<file path="config.mk">
export PLATFORM = sky130hd
export DESIGN_NAME = sram_port_arbiter
export DESIGN_NICKNAME = d
export VERILOG_FILES = /design/src/rtl/sram_port_arbiter_pkg.sv /design/src/rtl/sram_port_arbiter_arb_prio_sel.sv /design/src/rtl/sram_port_arbiter.sv
export SDC_FILE = /design/constraint.sdc
export NUM_CORES = 1
export LEC_CHECK = 0
export BUFFER_PORTS_ARGS = -buffer_cell sky130_fd_sc_hd__buf_2
export CAP_MARGIN = 25
export CELL_PAD_IN_SITES_DETAIL_PLACEMENT = 2
export CELL_PAD_IN_SITES_GLOBAL_PLACEMENT = 2
export CORE_ASPECT_RATIO = 0.7
export CORE_MARGIN = 5
export CORE_UTILIZATION = 25
export CTS_BUF_LIST = sky130_fd_sc_hd__clkbuf_16
export CTS_CLUSTER_SIZE = 25
export DETAILED_ROUTE_END_ITERATION = 8
export PLACE_DENSITY = 0.86
export SYNTH_ARGS = -nofsm -noshare
export SYNTH_HDL_FRONTEND = slang
export SYNTH_SLANG_ARGS = --single-unit
</file>
<file path="constraint.sdc">
create_clock -name clk -period 2.9 [get_ports clk]
set_input_delay 0 -clock clk [delete_from_list [all_inputs] [get_ports clk]]
set_output_delay 0 -clock clk [all_outputs]
set_load 0.02 [all_outputs]
</file>
<file path="src/rtl/sram_port_arbiter_pkg.sv">
// Shared types for the single-port SRAM arbiter: FSM states, winner encoding
// and the read write-enable constant.
package sram_port_arbiter_pkg;

    typedef enum logic [1:0] {
        StIdle  = 2'd0,
        StBusyI = 2'd1,
        StBusyD = 2'd2
    } arb_state_e;

    typedef enum logic [1:0] {
        WinNone = 2'd0,
        WinInst = 2'd1,
        WinData = 2'd2
    } arb_winner_e;

    localparam logic [3:0] WenRead = 4'b0000;

endpackage

</file>
<file path="src/rtl/sram_port_arbiter_arb_prio_sel.sv">
// Combinational winner select: data wins ties unless the fetch side has been
// starved for a full streak.
module arb_prio_sel
    import sram_port_arbiter_pkg::*;
(
    input  logic        inst_req,
    input  logic        data_req,
    input  logic        streak_full,
    input  logic        free,
    output arb_winner_e winner
);

    always_comb begin
        winner = WinNone;
        if (free) begin
            if (data_req && !(inst_req && streak_full)) begin
                winner = WinData;
            end else if (inst_req) begin
                winner = WinInst;
            end
        end
    end

endmodule

</file>
<file path="src/rtl/sram_port_arbiter.sv">
// Shares one single-ported memory between instruction fetch and data access,
// one transaction outstanding, with a fixed RD_LAT completion delay.
module sram_port_arbiter
    import sram_port_arbiter_pkg::*;
#(
    parameter int unsigned RD_LAT          = 1,
    parameter int unsigned MAX_DATA_STREAK = 4
) (
    input  logic        clk,
    input  logic        resetn,
    input  logic        inst_req,
    input  logic [31:0] inst_addr,
    output logic        inst_addr_ok,
    output logic        inst_data_ok,
    output logic [31:0] inst_rdata,
    input  logic        data_req,
    input  logic [3:0]  data_wen,
    input  logic [31:0] data_addr,
    input  logic [31:0] data_wdata,
    output logic        data_addr_ok,
    output logic        data_data_ok,
    output logic [31:0] data_rdata,
    output logic        mem_en,
    output logic [3:0]  mem_wen,
    output logic [31:0] mem_addr,
    output logic [31:0] mem_wdata,
    input  logic [31:0] mem_rdata
);

    localparam int unsigned    StreakW   = $clog2(MAX_DATA_STREAK + 1);
    localparam logic [2:0]     LatInit   = 3'(RD_LAT);
    localparam logic [StreakW-1:0] StreakMax = StreakW'(MAX_DATA_STREAK);

    arb_state_e         state;
    logic [2:0]         lat_cnt;
    logic [StreakW-1:0] streak_cnt;
    logic [31:0]        inst_rdata_q;
    logic [31:0]        data_rdata_q;

    logic        done;
    logic        free;
    logic        inst_done;
    logic        data_done;
    logic        grant_i;
    logic        grant_d;
    arb_winner_e winner;

    // Completion cycle doubles as an issue slot so back-to-back accesses need no bubble.
    assign done      = resetn && (state != StIdle) && (lat_cnt == 3'd1);
    assign free      = resetn && ((state == StIdle) || (lat_cnt == 3'd1));
    assign inst_done = done && (state == StBusyI);
    assign data_done = done && (state == StBusyD);

    arb_prio_sel u_prio_sel (
        .inst_req    (inst_req),
        .data_req    (data_req),
        .streak_full (streak_cnt == StreakMax),
        .free        (free),
        .winner      (winner)
    );

    assign grant_i = (winner == WinInst);
    assign grant_d = (winner == WinData);

    always_comb begin
        inst_addr_ok = grant_i;
        data_addr_ok = grant_d;
        mem_en       = grant_i || grant_d;
        mem_wen      = grant_d ? data_wen : WenRead;
        mem_addr     = grant_i ? inst_addr : (grant_d ? data_addr : 32'd0);
        mem_wdata    = grant_d ? data_wdata : 32'd0;
        inst_data_ok = inst_done;
        data_data_ok = data_done;
        inst_rdata   = inst_done ? mem_rdata : inst_rdata_q;
        data_rdata   = data_done ? mem_rdata : data_rdata_q;
    end

    always_ff @(posedge clk) begin
        if (!resetn) begin
            state        <= StIdle;
            lat_cnt      <= 3'd0;
            streak_cnt   <= '0;
            inst_rdata_q <= 32'd0;
            data_rdata_q <= 32'd0;
        end else begin
            if (inst_done) begin
                inst_rdata_q <= mem_rdata;
            end
            if (data_done) begin
                data_rdata_q <= mem_rdata;
            end

            case (winner)
                WinInst: begin
                    state   <= StBusyI;
                    lat_cnt <= LatInit;
                end
                WinData: begin
                    state   <= StBusyD;
                    lat_cnt <= LatInit;
                end
                default: begin
                    if (state != StIdle) begin
                        if (lat_cnt == 3'd1) begin
                            state   <= StIdle;
                            lat_cnt <= 3'd0;
                        end else begin
                            lat_cnt <= lat_cnt - 3'd1;
                        end
                    end
                end
            endcase

            if (!inst_req || grant_i) begin
                streak_cnt <= '0;
            end else if (grant_d && (streak_cnt != StreakMax)) begin
                streak_cnt <= streak_cnt + StreakW'(1);
            end
        end
    end

endmodule

</file>
**Word-level counts from Yosys, hierarchy flattened**

Index checks and enable logic that the tools add are counted.

- Logic and storage cells: 53
- Output and inout bits: 137
- Flip-flop bits (word level): 72

- Bitwise operators: 1
- Equality and inequality tests: 7
- Add/subtract/negate cells: 2
- Reductions and logical operators: 22
- Muxes and demuxes: 15

Operators with widths:

| kind | number |
|---|---|
| two-way mux 32 bit | 5 |
| logical AND 1 bit | 8 |
| two-way mux 2 bit | 4 |
| nonzero test 3 bit | 2 |
| == test 2 x 1 -> 1 bit, second input constant | 2 |
| == test 2 bit, second input constant | 2 |
| two-way mux 4 bit | 1 |
| case mux 2 bit (2 select lines) | 1 |
| nonzero test 2 bit | 2 |
| OR reduction 2 bit | 2 |
| adder 3 x 1 -> 3 bit, second input constant | 1 |
| == test 3 x 1 -> 1 bit, second input constant | 1 |
| == test 3 bit, second input constant | 1 |
| logical OR 1 bit | 3 |
| two-way mux 1 bit | 3 |
| two-way mux 3 bit | 1 |
| != test 3 bit, second input constant | 1 |
| OR reduction 3 bit | 1 |
| subtractor 3 x 1 -> 3 bit, second input constant | 1 |
| logical NOT 1 bit | 2 |
| logical NOT 2 bit | 1 |
| AND reduction 2 bit | 1 |
| NOT 1 bit | 1 |

**Depth between registers and ports, before layout**

- Depth in word-level cells: 9
- Depth in mapped cells: 10
- Mapped depth without buffers: 9

**Cells and area by module**

From an unflattened synthesis, not the netlist that was laid out.

- Cell total of the unflattened synthesis: 503
- Area, all modules: 4,324.1 sq um

Modules (own cells, without submodules):

| module | times used | area each (sq um) | cells each |
|---|---|---|---|
| sram_port_arbiter | 1 | 4,302.9 | 498 |
| arb_prio_sel | 1 | 21.3 | 5 |

**Worst setup path after synthesis**

Ideal clock, no wire load.

- Path type: reg2out
- From: reg lat_cnt[1]
- To: out mem_addr[23]
- Data required time: 2,900 ps
- Slack: 622 ps
- Stages on the path, launching flop included: 10
- Arrival time: 2,278 ps
- Cells stage by stage: dfxtp_1 -> inv_1 -> ha_1 -> nor2b_1 -> nor2_1 -> a211oi_1 -> ha_1 -> clkbuf_1 -> clkbuf_1 -> a22o_1

RTL lines:

| element | line | text |
|---|---|---|
| start, declared | sram_port_arbiter.sv:35 | `logic [2:0] lat_cnt;` |
| start signal, assigned | sram_port_arbiter.sv:96 | `lat_cnt <= LatInit;` |
| start signal, assigned | sram_port_arbiter.sv:100 | `lat_cnt <= LatInit;` |
| start signal, assigned | sram_port_arbiter.sv:108 | `lat_cnt <= lat_cnt - 3'd1;` |
| == test 3 x 1 -> 1 bit | sram_port_arbiter.sv:50 | `assign free = resetn && ((state == StIdle) \|\| (lat_cnt == 3'd1));` |
| logical OR 1 bit | sram_port_arbiter.sv:50 |  |
| logical AND 1 bit | sram_port_arbiter.sv:50 |  |
| two-way mux 2 bit | sram_port_arbiter_arb_prio_sel.sv:15 | `if (free) begin` |
| == test 2 x 1 -> 1 bit | sram_port_arbiter.sv:62 | `assign grant_i = (winner == WinInst);` |
| named net inst_addr_ok | sram_port_arbiter.sv:13 | `output logic inst_addr_ok,` |
| two-way mux 32 bit | sram_port_arbiter.sv:70 | `mem_addr = grant_i ? inst_addr : (grant_d ? data_addr : 32'd0);` |
| end, declared | sram_port_arbiter.sv:25 | `output logic [31:0] mem_addr,` |

The timed path passes the listed nets, and every way through them passes these cells.

**Final worst setup path**

- From: reg lat_cnt[1]
- To: out mem_addr[19]

- Longest elaborated chain between the ends: 7

Ends and longest elaborated chain:

| element | line | text |
|---|---|---|
| == test 3 x 1 -> 1 bit (*) | sram_port_arbiter.sv:50 |  |
| logical OR 1 bit (*) | sram_port_arbiter.sv:50 |  |
| logical AND 1 bit (*) | sram_port_arbiter.sv:50 |  |
| two-way mux 2 bit (*) | sram_port_arbiter_arb_prio_sel.sv:15 |  |
| == test 2 bit | sram_port_arbiter.sv:63 | `assign grant_d = (winner == WinData);` |
| two-way mux 32 bit | sram_port_arbiter.sv:70 |  |
| two-way mux 32 bit (*) | sram_port_arbiter.sv:70 |  |

Mark *: on every way between the ends. The rest lies on a longest branch, timed or not.

==> impl_table.tex <==
\begin{tabular}{lr}
\hline
Metric & Value \\
\hline
\multicolumn{2}{l}{\textbf{Drt}} \\
Wirelength, routed & 19,200 um \\
Remaining routing DRC violations & 0 \\
Number of detailed-route iterations in the first pass & 4 \\
Routed vias & slightly below 5,000 \\
Antenna viol nets, final & 0 \\
Drt initial violations & roughly 160 \\
Post-DR vias/cell & 4.75 \\
Post-DR wirelength/cell & 18.8 um \\
\multicolumn{2}{l}{\textbf{Final layout}} \\
Most frequent cells in the layout & buf\_2, dfxtp\_1, inv\_1, nand3\_1, o31ai\_4 \\
Area of combinational cells with multiple inputs & $\sim$2700 um\^{}2 \\
Layout cell share with drive strength beyond 1 & 46.8\% \\
Fillcell total & approximately 2,100 \\
Count of inserted antenna diode cells & 0 \\
Register Area & around 1400 um\^{}2 \\
Number of nets in the finished design & approximately 900 \\
Area growth from synthesis to layout & 42.1\% \\
Most common cell after layout, fill and taps aside & buf\_2 \\
\multicolumn{2}{l}{\textbf{Pwr}} \\
Switching portion of total power & 27.9\% \\
P\_int & 1.95 mW \\
Share of power burned in registers & 37.3\% \\
Total power density per cell area & a little under 400 nW/um\^{}2 \\
Pwr Total & 2.70 mW \\
Switching pwr & 0.753 mW \\
Leakage power total & 3.06 nW \\
Share of total power in combinational logic & between 10\% and 20\% \\
Worst IR Drop VDD & 251 uV \\
Clock group share of total power & 43.8\% \\
\multicolumn{2}{l}{\textbf{Placement}} \\
Final Wtd Congestion & 0.910 \\
Port buffer count & 272 \\
HPWL after detailed placement & 15,300 um \\
\multicolumn{2}{l}{\textbf{Setup path}} \\
Worst EP required & about 2.9 ns \\
Critical path endpoint & mem\_addr[19] \\
R2r setup slk & roughly 0.57 ns \\
CP Launch Point & lat\_cnt[1] \\
Critical path startpoint category & flop \\
Depth of the most critical reg-to-reg path & 9 \\
Critical register-to-register path startpoint & lat\_cnt[1] \\
Category of the critical setup timing path & flop to primary output \\
R2R Path End & streak\_cnt[2] \\
Critical Path Sink Type & primary output \\
Data arrival time of the critical path & 2.63 ns \\
Max Fanout on Critical Path & 32 \\
\multicolumn{2}{l}{\textbf{Yosys}} \\
Net count after synthesis & 645 \\
Proportion of synthesized chip area in sequential cells & a little under a third \\
Post-synthesis instance area & 4790 um\^{}2 \\
Avg Cell Area, Syn & approximately 9.5 um\^{}2 \\
Post-Synthesis Cells & 502 \\
Count of state elements after synthesis & 72 \\
Cell variety after synth & 33 \\
Yosys warns & 0 \\
\multicolumn{2}{l}{\textbf{GRT}} \\
Maximum number of pins on one net before global-route repair & 56 \\
Antenna violations before repair & 0 \\
First-pass GRT wire length & 30,500 um \\
Tot GR Track Use & 17.0\% \\
Remaining global-route overflow & 0 \\
Vias in the first global route & 5,488 \\
\multicolumn{2}{l}{\textbf{Floorplan}} \\
Die outline width & 175 um \\
Total I/O pin count & 273 \\
Starting density of the core & about a quarter \\
Placement Rows & 42 \\
Full die area & 22,100 um\^{}2 \\
Die Span Y & 126 um \\
Floorplan core area & 18,900 um\^{}2 \\
\multicolumn{2}{l}{\textbf{Timing}} \\
Final hold vios & 0 \\
\# setup viols final & 0 \\
Post-route minimum period & 2.63 ns \\
Transition time at the pin with the least slew margin & 0.939 ns \\
Total negative slack & 0 ns \\
Crit share post-route & 90.6\% \\
Max Fclk & 381 MHz \\
Final Max Tran Viols & 0 \\
Setup clock skew after layout & 0.0101 ns \\
Worst slew margin relative to its limit & 37.4\% \\
RSZ-0062 raised after global routing & no \\
\multicolumn{2}{l}{\textbf{Clock tree}} \\
TritonCTS clock tree & yes \\
Clock Sink Count & 72 \\
Number of buffers created by CTS & 9 \\
Maximum clock insertion buffer count & 2 \\
Clock Pin Slew Worst Setup and Hold Paths & about 0.060 ns \\
Insertion delay of the later-clocked pin in the worst-skew pair & 0.33 ns \\
Max H-tree Level & 3 \\
Root cell of the clock tree & clkbuf\_16 \\
\multicolumn{2}{l}{\textbf{Run}} \\
Max-capacitance violation count & 0 \\
\multicolumn{2}{l}{\textbf{Run status}} \\
Result of the run & completed \\
\multicolumn{2}{l}{\textbf{Worst hold path}} \\
Hold Crit Class & input pin to flop \\
\hline
\end{tabular}
==> stage by stage <==
step	utilization, %	setup WS (ns)	instance area [um^2]	instances	hold slack, ns
finish	36.1	0.272	6810	1017	0.0111
detailed placement	33.3	0.406	6280	981	0.272
global placement	33.3	0.624	6280	981	0.262
CTS	36.1	0.0466	6800	1017	0.00160
floorplan	-	0.622	4790	502	0.151
global route	36.1	0.0648	6810	1017	0.00585
==> power by group through the flow <==
stage	clock (mW)	combinational, mW	sequential [mW]
after detailed placement	0	0.490	1.03
final	1.18	0.510	1.01
after floorplan	0	0.272	1.03
after global routing	1.27	0.550	1.01
after global placement	0	0.480	1.03
after CTS	1.22	0.515	1.01
==> flip-flops by register name, summed over array words and instances, names as in the netlist <==
name,cells
data_rdata_q,32
inst_rdata_q,32
streak_cnt,3
lat_cnt,3
state,2
==> worst min-delay path by stage <==
stage | startpoint | to | cells after the start
after floorplan | mem_rdata[13] | data_rdata_q[13] | 2
after global placement | mem_rdata[14] | data_rdata_q[14] | 3
after detailed placement | mem_rdata[2] | inst_rdata_q[2] | 3
after CTS | mem_rdata[28] | inst_rdata_q[28] | 3
after global routing | mem_rdata[4] | inst_rdata_q[4] | 3
final | mem_rdata[22] | inst_rdata_q[22] | 3
==> final cells by class <==
class	instances	area share [%]
clock buffer	9	3.31
timing repair buffer	306	25.7
multi-input combinational	312	40.2
inverter	70	3.93
tap	242	4.45
sequential	72	21.2
clock inverter	6	1.25
==> metal layers <==
metal | vias up | routed length [um] | track usage, %
met5 | - | 0 | 0
met4 | 0 | 231 | 3.25
met3 | 14 | 1130 | 3.95
met2 | 158 | 9620 | 30.4
met1 | 2342 | 8190 | 21.2
li1 | 2314 | - | -
==> cell families after synthesis <==
| family | count (synthesis) | synth area share, % |
|---|---|---|
| AO/OA/AOI/OAI | 173 | 39.8 |
| buffers and inverters | 118 | 13.1 |
| multiplexers | 1 | 0.209 |
| XOR/XNOR | 1 | 0.183 |
| adder cells (fa/ha/maj) | 7 | 1.83 |
| AND/OR/NAND/NOR | 130 | 14.8 |
| flip-flops | 72 | 30.1 |
==> critical path, cell delays in order (launching register included) <==
cell and delay, ns:
dfxtp_1 0.30, inv_1 0.10, ha_1 0.22, nor2b_2 0.23, nor2_1 0.11, a211o_1 0.32
ha_1 0.29, nor2b_2 0.20, buf_12 0.17, a22o_1 0.19, buf_2 0.16
==> synth_stat cells <==
master / number / area share (%)
a2111oi_0: 1 / 0.18
a211o_1: 1 / 0.18
a211oi_1: 2 / 0.31
a21boi_0: 1 / 0.16
a21oi_1: 2 / 0.21
a22o_1: 32 / 5.8
a31oi_1: 3 / 0.39
and2_1: 36 / 4.7
and2_4: 2 / 0.37
and3b_1: 1 / 0.18
buf_1: 2 / 0.16
buf_12: 6 / 2.5
buf_2: 21 / 2.2
buf_6: 8 / 1.9
clkbuf_1: 10 / 0.78
clkbuf_2: 1 / 0.10
dfxtp_1: 72 / 30
ha_1: 7 / 1.8
inv_1: 70 / 5.5
mux2i_1: 1 / 0.21
nand2_1: 5 / 0.39
nand2b_1: 1 / 0.13
nand3_1: 70 / 7.3
nor2_1: 4 / 0.31
nor2b_1: 5 / 0.65
nor3_1: 2 / 0.21
o21ai_0: 28 / 2.9
o21ai_1: 39 / 4.1
o31ai_1: 10 / 1.6
o31ai_4: 54 / 24
or2_2: 1 / 0.13
or3_1: 3 / 0.39
xnor2_1: 1 / 0.18
==> timing repair <==
item | 4_1_cts | 5_1_grt
hold buffers | 21 | 0
buffers inserted | 0 | 0
endpoints found under the setup margin | 0 | 32
endpoints found under the hold margin | 36 | 0
resized for setup | 0 | 3
No activity file was read; power rests on OpenSTA's default activity.
